[src/rtl/umi_stream_pkg.sv]
// umi_stream_pkg: UMI opcodes, cmd field positions and controller state encoding shared
// by umi_stream_ctrl and umi_stream_resp.
package umi_stream_pkg;

  localparam logic [4:0] REQ_READ   = 5'h01;
  localparam logic [4:0] REQ_WRITE  = 5'h03;
  localparam logic [4:0] REQ_POSTED = 5'h05;
  localparam logic [4:0] RESP_READ  = 5'h02;
  localparam logic [4:0] RESP_WRITE = 5'h04;

  localparam int unsigned CmdOpLsb   = 0;
  localparam int unsigned CmdOpMsb   = 4;
  localparam int unsigned CmdSizeLsb = 5;
  localparam int unsigned CmdSizeMsb = 7;
  localparam int unsigned CmdLenLsb  = 8;
  localparam int unsigned CmdLenMsb  = 15;
  localparam int unsigned CmdEomBit  = 22;
  localparam int unsigned CmdErrLsb  = 25;
  localparam int unsigned CmdErrMsb  = 26;

  localparam logic [1:0] ErrDeverr = 2'b10;

  typedef enum logic [2:0] {
    StIdle = 3'd0,
    StPush = 3'd1,
    StAck  = 3'd2,
    StPop  = 3'd3,
    StResp = 3'd4,
    StErr  = 3'd5
  } state_e;

  // Where a freshly accepted request goes; devicemode only matters for reads.
  function automatic state_e decode_req(input logic [4:0] opcode, input logic devicemode);
    state_e st;
    if (opcode == REQ_POSTED || opcode == REQ_WRITE) begin
      st = StPush;
    end else if (opcode == REQ_READ && devicemode) begin
      st = StPop;
    end else begin
      st = StErr;
    end
    return st;
  endfunction

endpackage

[src/rtl/umi_stream_resp.sv]
// umi_stream_resp: combinational UMI response builder; swaps addresses and copies
// size/len/EOM from the captured request.
module umi_stream_resp
  import umi_stream_pkg::*;
#(
  parameter int unsigned AW = 64,
  parameter int unsigned CW = 32,
  parameter int unsigned DW = 256
) (
  input  logic          is_read_i,
  input  logic          deverr_i,
  input  logic [2:0]    req_size_i,
  input  logic [7:0]    req_len_i,
  input  logic          req_eom_i,
  input  logic [AW-1:0] req_dstaddr_i,
  input  logic [AW-1:0] req_srcaddr_i,
  input  logic [DW-1:0] rd_data_i,
  input  logic          rd_last_i,
  output logic [CW-1:0] resp_cmd_o,
  output logic [AW-1:0] resp_dstaddr_o,
  output logic [AW-1:0] resp_srcaddr_o,
  output logic [DW-1:0] resp_data_o
);

  logic rd_ok;
  assign rd_ok = is_read_i & ~deverr_i;

  always_comb begin
    resp_cmd_o = '0;
    resp_cmd_o[CmdOpMsb:CmdOpLsb]     = is_read_i ? RESP_READ : RESP_WRITE;
    resp_cmd_o[CmdSizeMsb:CmdSizeLsb] = req_size_i;
    resp_cmd_o[CmdLenMsb:CmdLenLsb]   = req_len_i;
    // A good read reports the popped beat's last flag; everything else echoes the request.
    resp_cmd_o[CmdEomBit]             = rd_ok ? rd_last_i : req_eom_i;
    resp_cmd_o[CmdErrMsb:CmdErrLsb]   = deverr_i ? ErrDeverr : 2'b00;
  end

  assign resp_dstaddr_o = req_srcaddr_i;
  assign resp_srcaddr_o = req_dstaddr_i;
  assign resp_data_o    = rd_ok ? rd_data_i : '0;

endmodule

[src/rtl/umi_stream_ctrl.sv]
// umi_stream_ctrl: bridges UMI requests to MM2S/S2MM stream fifos, one request in flight.
// Define UMI_STREAM_CTRL_STATS_EN to add stat_push/stat_pop/stat_err counters.
module umi_stream_ctrl
  import umi_stream_pkg::*;
#(
  parameter int unsigned AW = 64,
  parameter int unsigned CW = 32,
  parameter int unsigned DW = 256
) (
  input  logic          umi_clk,
  input  logic          umi_nreset,
  input  logic          devicemode,
  input  logic          umi_in_valid,
  output logic          umi_in_ready,
  input  logic [CW-1:0] umi_in_cmd,
  input  logic [AW-1:0] umi_in_dstaddr,
  input  logic [AW-1:0] umi_in_srcaddr,
  input  logic [DW-1:0] umi_in_data,
  output logic          umi_out_valid,
  input  logic          umi_out_ready,
  output logic [CW-1:0] umi_out_cmd,
  output logic [AW-1:0] umi_out_dstaddr,
  output logic [AW-1:0] umi_out_srcaddr,
  output logic [DW-1:0] umi_out_data,
  output logic          mm2s_valid,
  input  logic          mm2s_ready,
  output logic [DW-1:0] mm2s_data,
  output logic          mm2s_last,
  input  logic          s2mm_valid,
  output logic          s2mm_ready,
  input  logic [DW-1:0] s2mm_data,
  input  logic          s2mm_last,
  output logic          err_flag
`ifdef UMI_STREAM_CTRL_STATS_EN
  ,
  output logic [31:0]   stat_push,
  output logic [31:0]   stat_pop,
  output logic [31:0]   stat_err
`endif
);

  state_e          state_q, state_d;
  logic [4:0]      op_q;
  logic [2:0]      size_q;
  logic [7:0]      len_q;
  logic            eom_q;
  logic [AW-1:0]   dst_q;
  logic [AW-1:0]   src_q;
  logic [DW-1:0]   data_q;
  logic            rlast_q;
  logic            err_flag_q;
  logic            active_q;
  logic            accept;
  logic            pop_hs;

  // Cmd bits the controller neither decodes nor echoes.
  logic unused_cmd_bits;
  assign unused_cmd_bits = ^{umi_in_cmd[CW-1:CmdEomBit+1], umi_in_cmd[CmdEomBit-1:CmdLenMsb+1]};

  assign accept = umi_in_valid & umi_in_ready;
  assign pop_hs = s2mm_valid & s2mm_ready;

  always_comb begin
    state_d       = state_q;
    umi_in_ready  = 1'b0;
    mm2s_valid    = 1'b0;
    s2mm_ready    = 1'b0;
    umi_out_valid = 1'b0;
    unique case (state_q)
      StIdle: begin
        // active_q holds ready low until the first edge after reset release.
        umi_in_ready = active_q;
        if (umi_in_valid && active_q) begin
          state_d = decode_req(umi_in_cmd[CmdOpMsb:CmdOpLsb], devicemode);
        end
      end
      StPush: begin
        mm2s_valid = 1'b1;
        if (mm2s_ready) begin
          state_d = (op_q == REQ_WRITE) ? StAck : StIdle;
        end
      end
      StAck: begin
        umi_out_valid = 1'b1;
        if (umi_out_ready) state_d = StIdle;
      end
      StPop: begin
        s2mm_ready = s2mm_valid;
        if (s2mm_valid) state_d = StResp;
      end
      StResp: begin
        umi_out_valid = 1'b1;
        if (umi_out_ready) state_d = StIdle;
      end
      StErr: begin
        // Only a rejected read expects an answer; other illegal opcodes are dropped.
        if (op_q == REQ_READ) begin
          umi_out_valid = 1'b1;
          if (umi_out_ready) state_d = StIdle;
        end else begin
          state_d = StIdle;
        end
      end
      default: state_d = StIdle;
    endcase
  end

  always_ff @(posedge umi_clk or negedge umi_nreset) begin
    if (!umi_nreset) begin
      state_q    <= StIdle;
      active_q   <= 1'b0;
      err_flag_q <= 1'b0;
    end else begin
      state_q  <= state_d;
      active_q <= 1'b1;
      if (state_d == StErr) err_flag_q <= 1'b1;
    end
  end

  always_ff @(posedge umi_clk or negedge umi_nreset) begin
    if (!umi_nreset) begin
      op_q    <= '0;
      size_q  <= '0;
      len_q   <= '0;
      eom_q   <= 1'b0;
      dst_q   <= '0;
      src_q   <= '0;
      data_q  <= '0;
      rlast_q <= 1'b0;
    end else if (accept) begin
      op_q   <= umi_in_cmd[CmdOpMsb:CmdOpLsb];
      size_q <= umi_in_cmd[CmdSizeMsb:CmdSizeLsb];
      len_q  <= umi_in_cmd[CmdLenMsb:CmdLenLsb];
      eom_q  <= umi_in_cmd[CmdEomBit];
      dst_q  <= umi_in_dstaddr;
      src_q  <= umi_in_srcaddr;
      data_q <= umi_in_data;
    end else if (pop_hs) begin
      // Reads never push, so the payload register doubles as the popped-beat latch.
      data_q  <= s2mm_data;
      rlast_q <= s2mm_last;
    end
  end

  assign mm2s_data = data_q;
  assign mm2s_last = eom_q;
  assign err_flag  = err_flag_q;

  umi_stream_resp #(
    .AW (AW),
    .CW (CW),
    .DW (DW)
  ) u_resp (
    .is_read_i      (op_q == REQ_READ),
    .deverr_i       (state_q == StErr),
    .req_size_i     (size_q),
    .req_len_i      (len_q),
    .req_eom_i      (eom_q),
    .req_dstaddr_i  (dst_q),
    .req_srcaddr_i  (src_q),
    .rd_data_i      (data_q),
    .rd_last_i      (rlast_q),
    .resp_cmd_o     (umi_out_cmd),
    .resp_dstaddr_o (umi_out_dstaddr),
    .resp_srcaddr_o (umi_out_srcaddr),
    .resp_data_o    (umi_out_data)
  );

`ifdef UMI_STREAM_CTRL_STATS_EN
  logic push_hs;
  logic err_entry;
  assign push_hs   = mm2s_valid & mm2s_ready;
  assign err_entry = (state_q != StErr) && (state_d == StErr);

  always_ff @(posedge umi_clk or negedge umi_nreset) begin
    if (!umi_nreset) begin
      stat_push <= '0;
      stat_pop  <= '0;
      stat_err  <= '0;
    end else begin
      if (push_hs)   stat_push <= stat_push + 32'd1;
      if (pop_hs)    stat_pop  <= stat_pop + 32'd1;
      if (err_entry) stat_err  <= stat_err + 32'd1;
    end
  end
`endif

endmodule

[config.mk]
export PLATFORM = sky130hd
export DESIGN_NAME = umi_stream_ctrl
export DESIGN_NICKNAME = d
export VERILOG_FILES = /design/src/rtl/umi_stream_pkg.sv /design/src/rtl/umi_stream_resp.sv /design/src/rtl/umi_stream_ctrl.sv
export SDC_FILE = /design/constraint.sdc
export NUM_CORES = 1
export LEC_CHECK = 0
export CORE_AREA = 3 3 530 532
export DETAILED_ROUTE_END_ITERATION = 10
export DIE_AREA = 0 0 533 535
export PLACE_DENSITY_LB_ADDON = 0.3
export SETUP_SLACK_MARGIN = 0.02
export SYNTH_ARGS = -nofsm -noshare
export SYNTH_HDL_FRONTEND = slang
export SYNTH_SLANG_ARGS = --single-unit
[constraint.sdc]
create_clock -name umi_clk -period 2.8 [get_ports umi_clk]
set_input_delay 0.42 -clock umi_clk [delete_from_list [all_inputs] [get_ports umi_clk]]
set_output_delay 0.42 -clock umi_clk [all_outputs]
set_load 0.02 [all_outputs]
==> results_dict.tcl, run 1 <==
set metrics [dict create \
    synth_top_area_share_pct 53.94 \
    dpl.hpwl_microns 169600 \
    yosys-top-cells-count "nand2_1, dfrtp_1, and2_1" \
    die_y_microns 535 \
    synth_compound_area_share_pct 18.83 \
    coreArea_sq_um 276500 \
    die_x_microns 533 \
    synth_edf_count 0 \
    syn_to_final_growth_pct 125.0 \
    startpoint "op_q[4]" \
    maxCapViolations 0 \
    power_frac_seq_pct 31.5 \
    yosys.area_share.simple_pct 22.10 \
    finalClockSkew_ns 0.06561 \
    port_buffers 1325 \
    period_share_pct 112.4 \
    io_pins 1358 \
    wl_microns 199400 \
    p_leak_nw 18.35 \
    outcome "finished with violations" \
    hold_path.class "input port to flop" \
    wl_per_cell_microns 27.92 \
    p_per_area_nw_per_um2 948.1 \
    report.final.slew_viol_count 0 \
    grt_overflow_total 0 \
    synth-async-reset-ratio_pct 100.0 \
    path_cells "nor4b_4, nand2_2, nor2_4, buf_12, buf_16, buf_12, buf_12, and2_4, buf_12" \
    min_period_ns 3.148 \
    p_switching_mw 17.88 \
    synth_adder_area_share_pct 0 \
    fin_area_sq_um 42480 \
    cts_tree "yes" \
    power_switching_share_pct 44.39 \
    ys.flop_type "dfrtp_1" \
    reg2reg_setup_slack_ns 0.32 \
    ys_ff_latch 407 \
    max-vdd-ir-drop_uv 479.3 \
    power_mw 40.28 \
    yosys.area_share.xor_xnor_pct 0 \
    syn_area_sq_um 18880 \
    cts.sinks 407 \
    fillers 30990 \
    reg2reg_from "state_q[2]" \
    num_rows 193 \
    grt_pass1_wl_microns 251800 \
    layout-drive-gt1-share_pct 21.42 \
    drtIter0Drc 1159 \
    synth.most_common_cell "nand2_1" \
    slew_headroom_pct 52.46 \
    htreeDepth 2 \
    crit_slowest_cell "dfrtp_1" \
    avgSynthCellArea_sq_um 9.643 \
    endpoint_kind "primary output" \
    crit_path_max_fanout 8 \
    viasPerCell 3.070 \
    dieArea_sq_um 285200 \
    nNetsFinal 4042 \
    drc 0 \
    fmaxAchievable_mhz 317.6 \
    dr.pass1.iters 5 \
    clockPowerShare_pct 18.6 \
    place_area_sq_um 39040 \
    hold_viol 0 \
    critical_path_class "flop to primary output" \
    antenna_found_initial 170 \
    grt_max_degree 87 \
    place_congestion 0.9590 \
    cts-root-buf "clkbuf_16" \
    violations "setup timing" \
    synth_cells 1958 \
    yosysSeqAreaShare_pct 53.94 \
    worstPathRequired_ns 2.38 \
    dr_total_vias 21917 \
    worst_ep_arrival_time_ns 2.73 \
    yosysWarnings 0 \
    p_int_mw 22.40 \
    grt_util_all_layers_pct 13.46 \
    synth_area_leaders "dfrtp_1, nand2_1, a22o_1" \
    rsz0062_at_grt "yes" \
    grt_pass1_vias 22586 \
    yosysUniqueCellTypes 34 \
    critPathLaunchType "flop" \
    worst_path_most_repeated_cell "buf_12" \
    muxShareOfSynthArea_pct 0.1127 \
    ant_nets 0 \
    setup_violations 257 \
    clock_latency_ns 0.72 \
    critPathMaxStageDelay_ns 0.41 \
    clk_pin_slew_ns 0.06 \
    synth_top_family_by_area "simple AND/OR/NAND/NOR gates" \
    hp-start "umi_in_dstaddr[45]" \
    setup_slack_ns -0.3483 \
    synth_top_area_cell "dfrtp_1" \
    numCtsBuffers 56 \
    worst_pin_slew_ns 0.7132 \
    comb_power_share_pct 49.9 \
    clockBufferDepth 3 \
    initial_core_util_pct 6.829 \
]
## per-layer routing
| metal | vias to the layer above | GRT usage (%) | share of wire (%) |
|---|---|---|---|
| met2 | 1337 | 20.26 | 42 |
| met5 | - | 0 | 0.44 |
| met3 | 290 | 8.122 | 14 |
| li1 | 9409 | - | - |
| met4 | 134 | 2.569 | 2.0 |
| met1 | 10747 | 16.42 | 41 |
## cell usage in the layout (no fill, tap or decap), types with 3 or more instances in the layout
| master | instances |
|---|---|
| a31oi_1 | 67 |
| clkbuf_8 | 5 |
| nor2_1 | 70 |
| a21o_1 | 191 |
| buf_6 | 68 |
| clkdlybuf4s50_1 | 1059 |
| diode_2 | 26 |
| a22o_1 | 191 |
| and2_1 | 64 |
| buf_4 | 121 |
| buf_12 | 224 |
| clkbuf_16 | 57 |
| dfrtp_1 | 406 |
| and2_4 | 192 |
| clkbuf_1 | 19 |
| nand2_1 | 572 |
| clkinv_2 | 10 |
| clkinvlp_4 | 4 |
| conb_1 | 18 |
| inv_1 | 3 |
| bufinv_16 | 5 |
| buf_8 | 11 |
| buf_16 | 12 |
## registers in the layout (all words and copies together) (netlist names)
register and flops:
state_q 3, mm2s_data 256, active_q 1, rlast_q 1, size_q 3, op_q 5
len_q 8, err_flag 1, mm2s_last 1, src_q 64, dst_q 64
## cell type report
| cell class | count | area (sq um) | share of cell area [%] |
|---|---|---|---|
| repair buffers | 1502 | 17380 | 40.92 |
| clock inverters | 24 | 306.5 | 0.7216 |
| diodes | 26 | 65.06 | 0.1532 |
| clock buffers | 80 | 1541 | 3.629 |
| inverters | 4 | 22.52 | 0.05302 |
| flip-flops and latches | 407 | 10190 | 23.98 |
| multi-input cells | 1391 | 8338 | 19.63 |
| well taps | 3705 | 4636 | 10.91 |
## power by group through the flow
stage	Sequential [mW]	Combinational (mW)	Clock (mW)
floorplan	13.2	4.04	0
global route	13.0	21.2	8.01
detailed placement	12.7	19.1	0
CTS	12.8	20.5	7.85
finish	12.7	20.1	7.49
global placement	12.7	19.1	0
## critical path: cells and delay by family (launching register included)
kind	cells	cell delay, ns
buffers and inverters	5	0.77
and+or+nand+nor	4	0.76
DFF	1	0.41
## logic make-up (layout without fill, tap and decap cells)
kind of cell	Yosys count	in the layout
AO/OA/AOI/OAI	453	453
buffers and inverters	176	1610
other	2	44
multiplexers	2	2
AND/OR/NAND/NOR	918	918
flip-flops	407	407
## per-stage QoR
stage               hold slack [ns]  TNS [ns]  setup WS, ns  std cells  util [%]
floorplan                    0.1244         0        0.5535       1974         -
global placement             0.3265    -1.144      -0.06990       6959     14.12
detailed placement           0.3264    -1.796      -0.08082       6959     14.12
CTS                          0.1370    -99.27       -0.5018       7112     15.31
global route                 0.1952    -94.96       -0.4683       7119     15.35
finish                       0.2387    -58.95       -0.3483       7139     15.36
## path summary, 6_finish.rpt
kind                                endpoint  cells after the start
setup / recovery           umi_out_data[183]                      9
hold / removal                     dst_q[45]                      3
setup reg to reg              mm2s_data[189]                      8
hold reg to reg                     err_flag                      1
max in group asynchronous     mm2s_data[248]                      4
min in group asynchronous     mm2s_data[155]                      2
## what timing repair did
action | CTS | global route
gates cloned | 16 | 1
setup buffers | 32 | 11
hold endpoints to repair | 127 | 0
setup endpoints to repair | 374 | 260
pin swaps | 12 | 4
hold buffers | 1 | 0
resized for setup | 573 | 95
No activity file was read; power rests on OpenSTA's default activity.
==> inputs of run 2 (changes only) <==
- CORE_AREA: 3 3 530 532 -> 10 10 521 523
- DIE_AREA: 0 0 533 535 -> 0 0 531 533
==> results_dict.tcl, run 2 (same netlist as run 1, synthesis figures left out) <==
set metrics [dict create \
    outcome "finished with violations" \
    violations "setup timing" \
    critical_path_buf_inv_count 6 \
    report.final.slew_viol_count 0 \
    rr_worst_depth 8 \
    place_congestion 0.9315 \
    crit_path_max_fanout 8 \
    numCtsBuffers 58 \
    reg2reg_from "state_q[1]" \
    cts_tree "yes" \
    dpl.hpwl_microns 176800 \
    setup_violations 256 \
    critical_path_class "flop to primary output" \
    slew_headroom_pct 37.87 \
    regArea_sq_um 10190 \
    power_mw 40.42 \
    min_to "src_q[25]" \
    nNetsFinal 4016 \
    r2r_end "mm2s_data[119]" \
    critPathLaunchType "flop" \
    largest_register_ffs 256 \
    period_share_pct 113.8 \
    layout_common_cells "clkdlybuf4s50_1, nand2_1, dfrtp_1" \
    wl_per_cell_microns 30.73 \
    hold_path.class "input port to flop" \
    dieArea_sq_um 283000 \
    startpoint "op_q[2]" \
    antenna_found_initial 139 \
    reg2reg_setup_slack_ns 0.29 \
    hold_depth 3 \
    hp-start "umi_in_srcaddr[25]" \
    setup_tns_ns -74.49 \
    initial_core_util_pct 7.231 \
    grt_overflow_total 0 \
    crit_slowest_cell "dfrtp_1" \
    io_pins 1358 \
    critPathTopFamily "buffers and inverters" \
    clock_latency_ns 0.74 \
    finalClockSkew_ns 0.06478 \
    drtIter0Drc 1182 \
    grt_max_degree 85 \
    worstPathRequired_ns 2.38 \
    rsz0062_at_grt "yes" \
    layout-drive-gt1-share_pct 22.10 \
    fmaxAchievable_mhz 313.9 \
    dr_total_vias 21735 \
    die_x_microns 531 \
    max-vdd-ir-drop_uv 486.3 \
    p_leak_nw 18.44 \
    dr.pass1.iters 5 \
    htreeDepth 2 \
    setup_slack_ns -0.3853 \
    drc 0 \
    min_period_ns 3.185 \
    port_buffers 1325 \
    utilization_pct 16.18 \
    critPathMaxStageDelay_ns 0.42 \
    path_cells "nor4b_4, nand2_2, nor2_4, buf_12, buf_16, buf_8, buf_12, clkbuf_16, and2_4, buf_12" \
    cts-root-buf "clkbuf_16" \
    viasPerCell 3.184 \
    p_per_area_nw_per_um2 957.1 \
    multiInputGateArea_sq_um 8429 \
    endpoint_kind "primary output" \
    grt_pass1_vias 22798 \
    maxCapViolations 0 \
    syn_to_final_growth_pct 123.7 \
    grt_util_all_layers_pct 13.92 \
    grt_pass1_wl_microns 260300 \
    die_y_microns 533 \
    hold_viol 0 \
    final_common_cell "clkdlybuf4s50_1" \
    worst_path_most_repeated_cell "buf_12" \
    clk_pin_slew_ns 0.06 \
    wl_microns 209800 \
    ant_nets 0 \
    fillers 29208 \
    worst_pin_slew_ns 0.9319 \
    worst_ep_arrival_time_ns 2.77 \
    cts.sinks 407 \
    num_rows 188 \
    coreArea_sq_um 261100 \
    clockBufferDepth 3 \
]
## run 2: changes by cell type in the layout (fill, tap and decap cells not counted), sizes merged, moves of 3 or more
| cell | previous run | this run |
|---|---|---|
| bufinv | 5 | 8 |
| clkinv | 13 | 8 |
| buf | 436 | 396 |
| dlymetal6s2s | 0 | 4 |
| diode | 26 | 23 |
| clkbuf | 81 | 101 |
## run 2: area by class of cell
| type | instances | share of cell area, % |
|---|---|---|
| Inverter | 4 | 0.05333 |
| Clock inverter | 22 | 0.8680 |
| Tap cell | 3420 | 10.13 |
| Timing Repair Buffer | 1474 | 40.71 |
| Antenna cell | 23 | 0.1363 |
| Multi-Input combinational cell | 1391 | 19.96 |
| Sequential cell | 407 | 24.12 |
| Clock buffer | 86 | 4.017 |
## run 2: how the worst max path moves through the flow
stage | end | slack (ns) | cells after the start
after detailed placement | umi_out_data[129] | 0.02 | 6
after floorplan | umi_out_data[205] | 0.55 | 6
after global placement | umi_out_data[75] | 0.05 | 6
after CTS | umi_out_data[66] | -0.69 | 10
final | umi_out_data[82] | -0.39 | 10
after global routing | umi_out_data[78] | -0.50 | 10
## run 2: per-stage QoR
| step | hold WS (ns) | setup slack [ns] | instances | instance area (sq um) |
|---|---|---|---|---|
| detailed placement | 0.4610 | 0.01892 | 6637 | 38250 |
| finish | 0.2253 | -0.3853 | 6827 | 42230 |
| floorplan | 0.1244 | 0.5535 | 1974 | 18940 |
| global placement | 0.4525 | 0.05010 | 6637 | 38250 |
| CTS | 0.1325 | -0.6885 | 6773 | 40980 |
| global route | 0.1894 | -0.5005 | 6809 | 42190 |
## run 2: timing repair
item                                    in CTS  in global routing
pin swaps                                    2                  9
buffers inserted                            20                 20
hold buffers                                 1                  0
resized for setup                          384                400
endpoints found under the setup margin     264                262
cloned                                       7                 17
endpoints found under the hold margin       41                  0
## run 2: worst min-delay path, delay by kind of cell
kind / cells / cell delay, ns
AND/OR/NAND/NOR: 2 / 0.10
buffers and inverters: 1 / 0.39
## run 2: power by group
| part | switching, mW | internal [mW] | leakage (nW) | total, mW |
|---|---|---|---|---|
| Sequential | 3.84 | 8.43 | 4.95 | 12.3 |
| Combinational | 10.3 | 9.62 | 12.5 | 19.9 |
| Clock | 3.30 | 4.92 | 1.01 | 8.21 |
| Total | 17.5 | 23.0 | 18.4 | 40.4 |
## run 2: per-layer routing
metal / up-vias / track usage, % / part of all wire [%] / routed length (microns)
met5: - / 0 / 0.37 / 771
li1: 9339 / - / - / -
met2: 1236 / 21.69 / 44 / 91800
met1: 10735 / 16.27 / 40 / 83140
met3: 301 / 8.604 / 14 / 29810
met4: 124 / 2.762 / 2.0 / 4295
==> inputs of run 3 (changes only) <==
- CORE_AREA: 10 10 521 523 -> 2 2 529 531
- CTS_CLUSTER_SIZE: default -> 25
- GPL_ROUTABILITY_DRIVEN: default -> 1
==> results_dict.tcl, run 3 (same netlist as run 1, synthesis figures left out) <==
set metrics [dict create \
    layout-drive-gt1-share_pct 20.22 \
    period_share_pct 112.7 \
    clockBufferDepth 3 \
    reg2reg_from "state_q[0]" \
    hold_viol 0 \
    die_y_microns 533 \
    crit_path_max_fanout 8 \
    clk_pin_slew_ns 0.07 \
    finalClockSkew_ns 0.03915 \
    rsz0062_at_grt "yes" \
    fmaxAchievable_mhz 316.8 \
    dr_total_vias 21490 \
    ant_nets 0 \
    worst_pin_slew_ns 1.197 \
    critical_path_class "flop to primary output" \
    dr.pass1.iters 5 \
    setup_violations 257 \
    r2r_end "mm2s_data[142]" \
    utilization_pct 15.09 \
    place_area_sq_um 38520 \
    fin_area_sq_um 41930 \
    outcome "finished with violations" \
    power_mw 39.29 \
    min_period_ns 3.156 \
    numCtsBuffers 59 \
    reg2reg_setup_slack_ns 0.35 \
    p_leak_nw 18.12 \
    dieArea_sq_um 283000 \
    rr_worst_depth 6 \
    grt_pass1_vias 21771 \
    critPathMaxStageDelay_ns 0.42 \
    grt_overflow_total 0 \
    port_buffers 1325 \
    num_rows 194 \
    syn_to_final_growth_pct 122.1 \
    slew_headroom_pct 20.21 \
    wl_microns 196900 \
    violations "setup timing" \
    final_common_cell "clkdlybuf4s50_1" \
    drtIter0Drc 1108 \
    grt_max_degree 90 \
    crit_slowest_cell "dfrtp_1" \
    critical_path_buf_inv_count 4 \
    critPathLaunchType "flop" \
    coreArea_sq_um 277900 \
    path_cells "nor4b_4, nand2_2, nor2_4, buf_12, buf_16, buf_8, mux2_4, buf_6" \
    nNetsFinal 3994 \
    max-vdd-ir-drop_uv 467.4 \
    antenna_found_initial 161 \
    htreeDepth 2 \
    cts_tree "yes" \
    drc 0 \
    critPathTopFamily "buffers and inverters" \
    wl_per_cell_microns 27.63 \
    cts-root-buf "clkbuf_16" \
    io_pins 1358 \
    place_congestion 0.8748 \
    viasPerCell 3.015 \
    p_per_area_nw_per_um2 937.0 \
    clock_latency_ns 0.74 \
    dpl.hpwl_microns 163300 \
    grt_pass1_wl_microns 240200 \
    cts.sinks 407 \
    maxCapViolations 0 \
    die_x_microns 531 \
    worst_ep_arrival_time_ns 2.74 \
    setup_slack_ns -0.3564 \
    endpoint_kind "primary output" \
    largest_register_ffs 256 \
    worstPathRequired_ns 2.38 \
    hold_path.class "input port to async pin" \
    layout_common_cells "clkdlybuf4s50_1, nand2_1, dfrtp_1" \
    cp.depth 8 \
    grt_util_all_layers_pct 13.13 \
    initial_core_util_pct 6.793 \
    report.final.slew_viol_count 0 \
]
run 3: changes by cell type in the layout (fill, tap and decap cells not counted), sizes merged, moves of 2 or more:
cell	change
clkinv	+9
inv	-3
clkinvlp	+2
buf	-21
clkbuf	-2
diode	+18
bufinv	-6
run 3: worst register-to-register path, stage by stage (launching register included):
cell,delay [ns]
dfrtp_2,0.47
nor2b_2,0.25
nand3_4,0.12
inv_8,0.18
buf_4,0.82
a22o_1,0.43
a21o_1,0.09
run 3: final cells by class:
cell class              instances  area, sq um
diodes                         41        102.6
clock buffers                  86         1708
clock inverters                24        221.5
fillers                     31320       236000
inverters                       4        22.52
multi-input cells            1391         8314
flip-flops and latches        407        10190
well taps                    3724         4659
repair buffers               1451        16720
run 3: worst max-delay path by stage:
stage,from,to,slack [ns]
floorplan,op_q[4],umi_out_data[205],0.55
global placement,op_q[4],umi_out_data[134],0.06
detailed placement,op_q[4],umi_out_data[137],0.03
CTS,op_q[2],umi_out_cmd[22],-0.53
global route,op_q[4],umi_out_cmd[22],-0.50
finish,op_q[4],umi_out_cmd[22],-0.36
run 3: power by group:
| part | internal (mW) | leakage [nW] | switching, mW | total, mW |
|---|---|---|---|---|
| Sequential | 8.43 | 4.95 | 3.56 | 12.0 |
| Combinational | 9.33 | 12.2 | 10.2 | 19.5 |
| Clock | 4.40 | 0.944 | 3.35 | 7.75 |
run 3: repair_timing:
| action | 4_1_cts | 5_1_grt |
|---|---|---|
| resized for setup | 385 | 272 |
| endpoints found under the setup margin | 261 | 261 |
| buffers inserted | 15 | 12 |
| pin swaps | 6 | 8 |
| hold buffers | 1 | 0 |
| endpoints found under the hold margin | 74 | 0 |
| gates cloned | 5 | 16 |
run 3: metal layers:
metal	part of all wire, %	GRT usage [%]	vias to the layer above
li1	-	-	9326
met1	38	14.41	10473
met2	43	19.95	1240
met3	16	9.464	313
met4	2.7	3.691	138
met5	0.44	0	-
run 3: metrics by stage:
stage	hold WS (ns)	cells	setup TNS (ns)	setup WS (ns)
floorplan	0.1244	1974	0	0.5535
global placement	0.3616	6929	0	0.05933
detailed placement	0.3619	6929	0	0.03400
CTS	0.08022	7060	-115.07	-0.5279
global route	0.1560	7098	-104.88	-0.5005
finish	0.1923	7128	-68.40	-0.3564
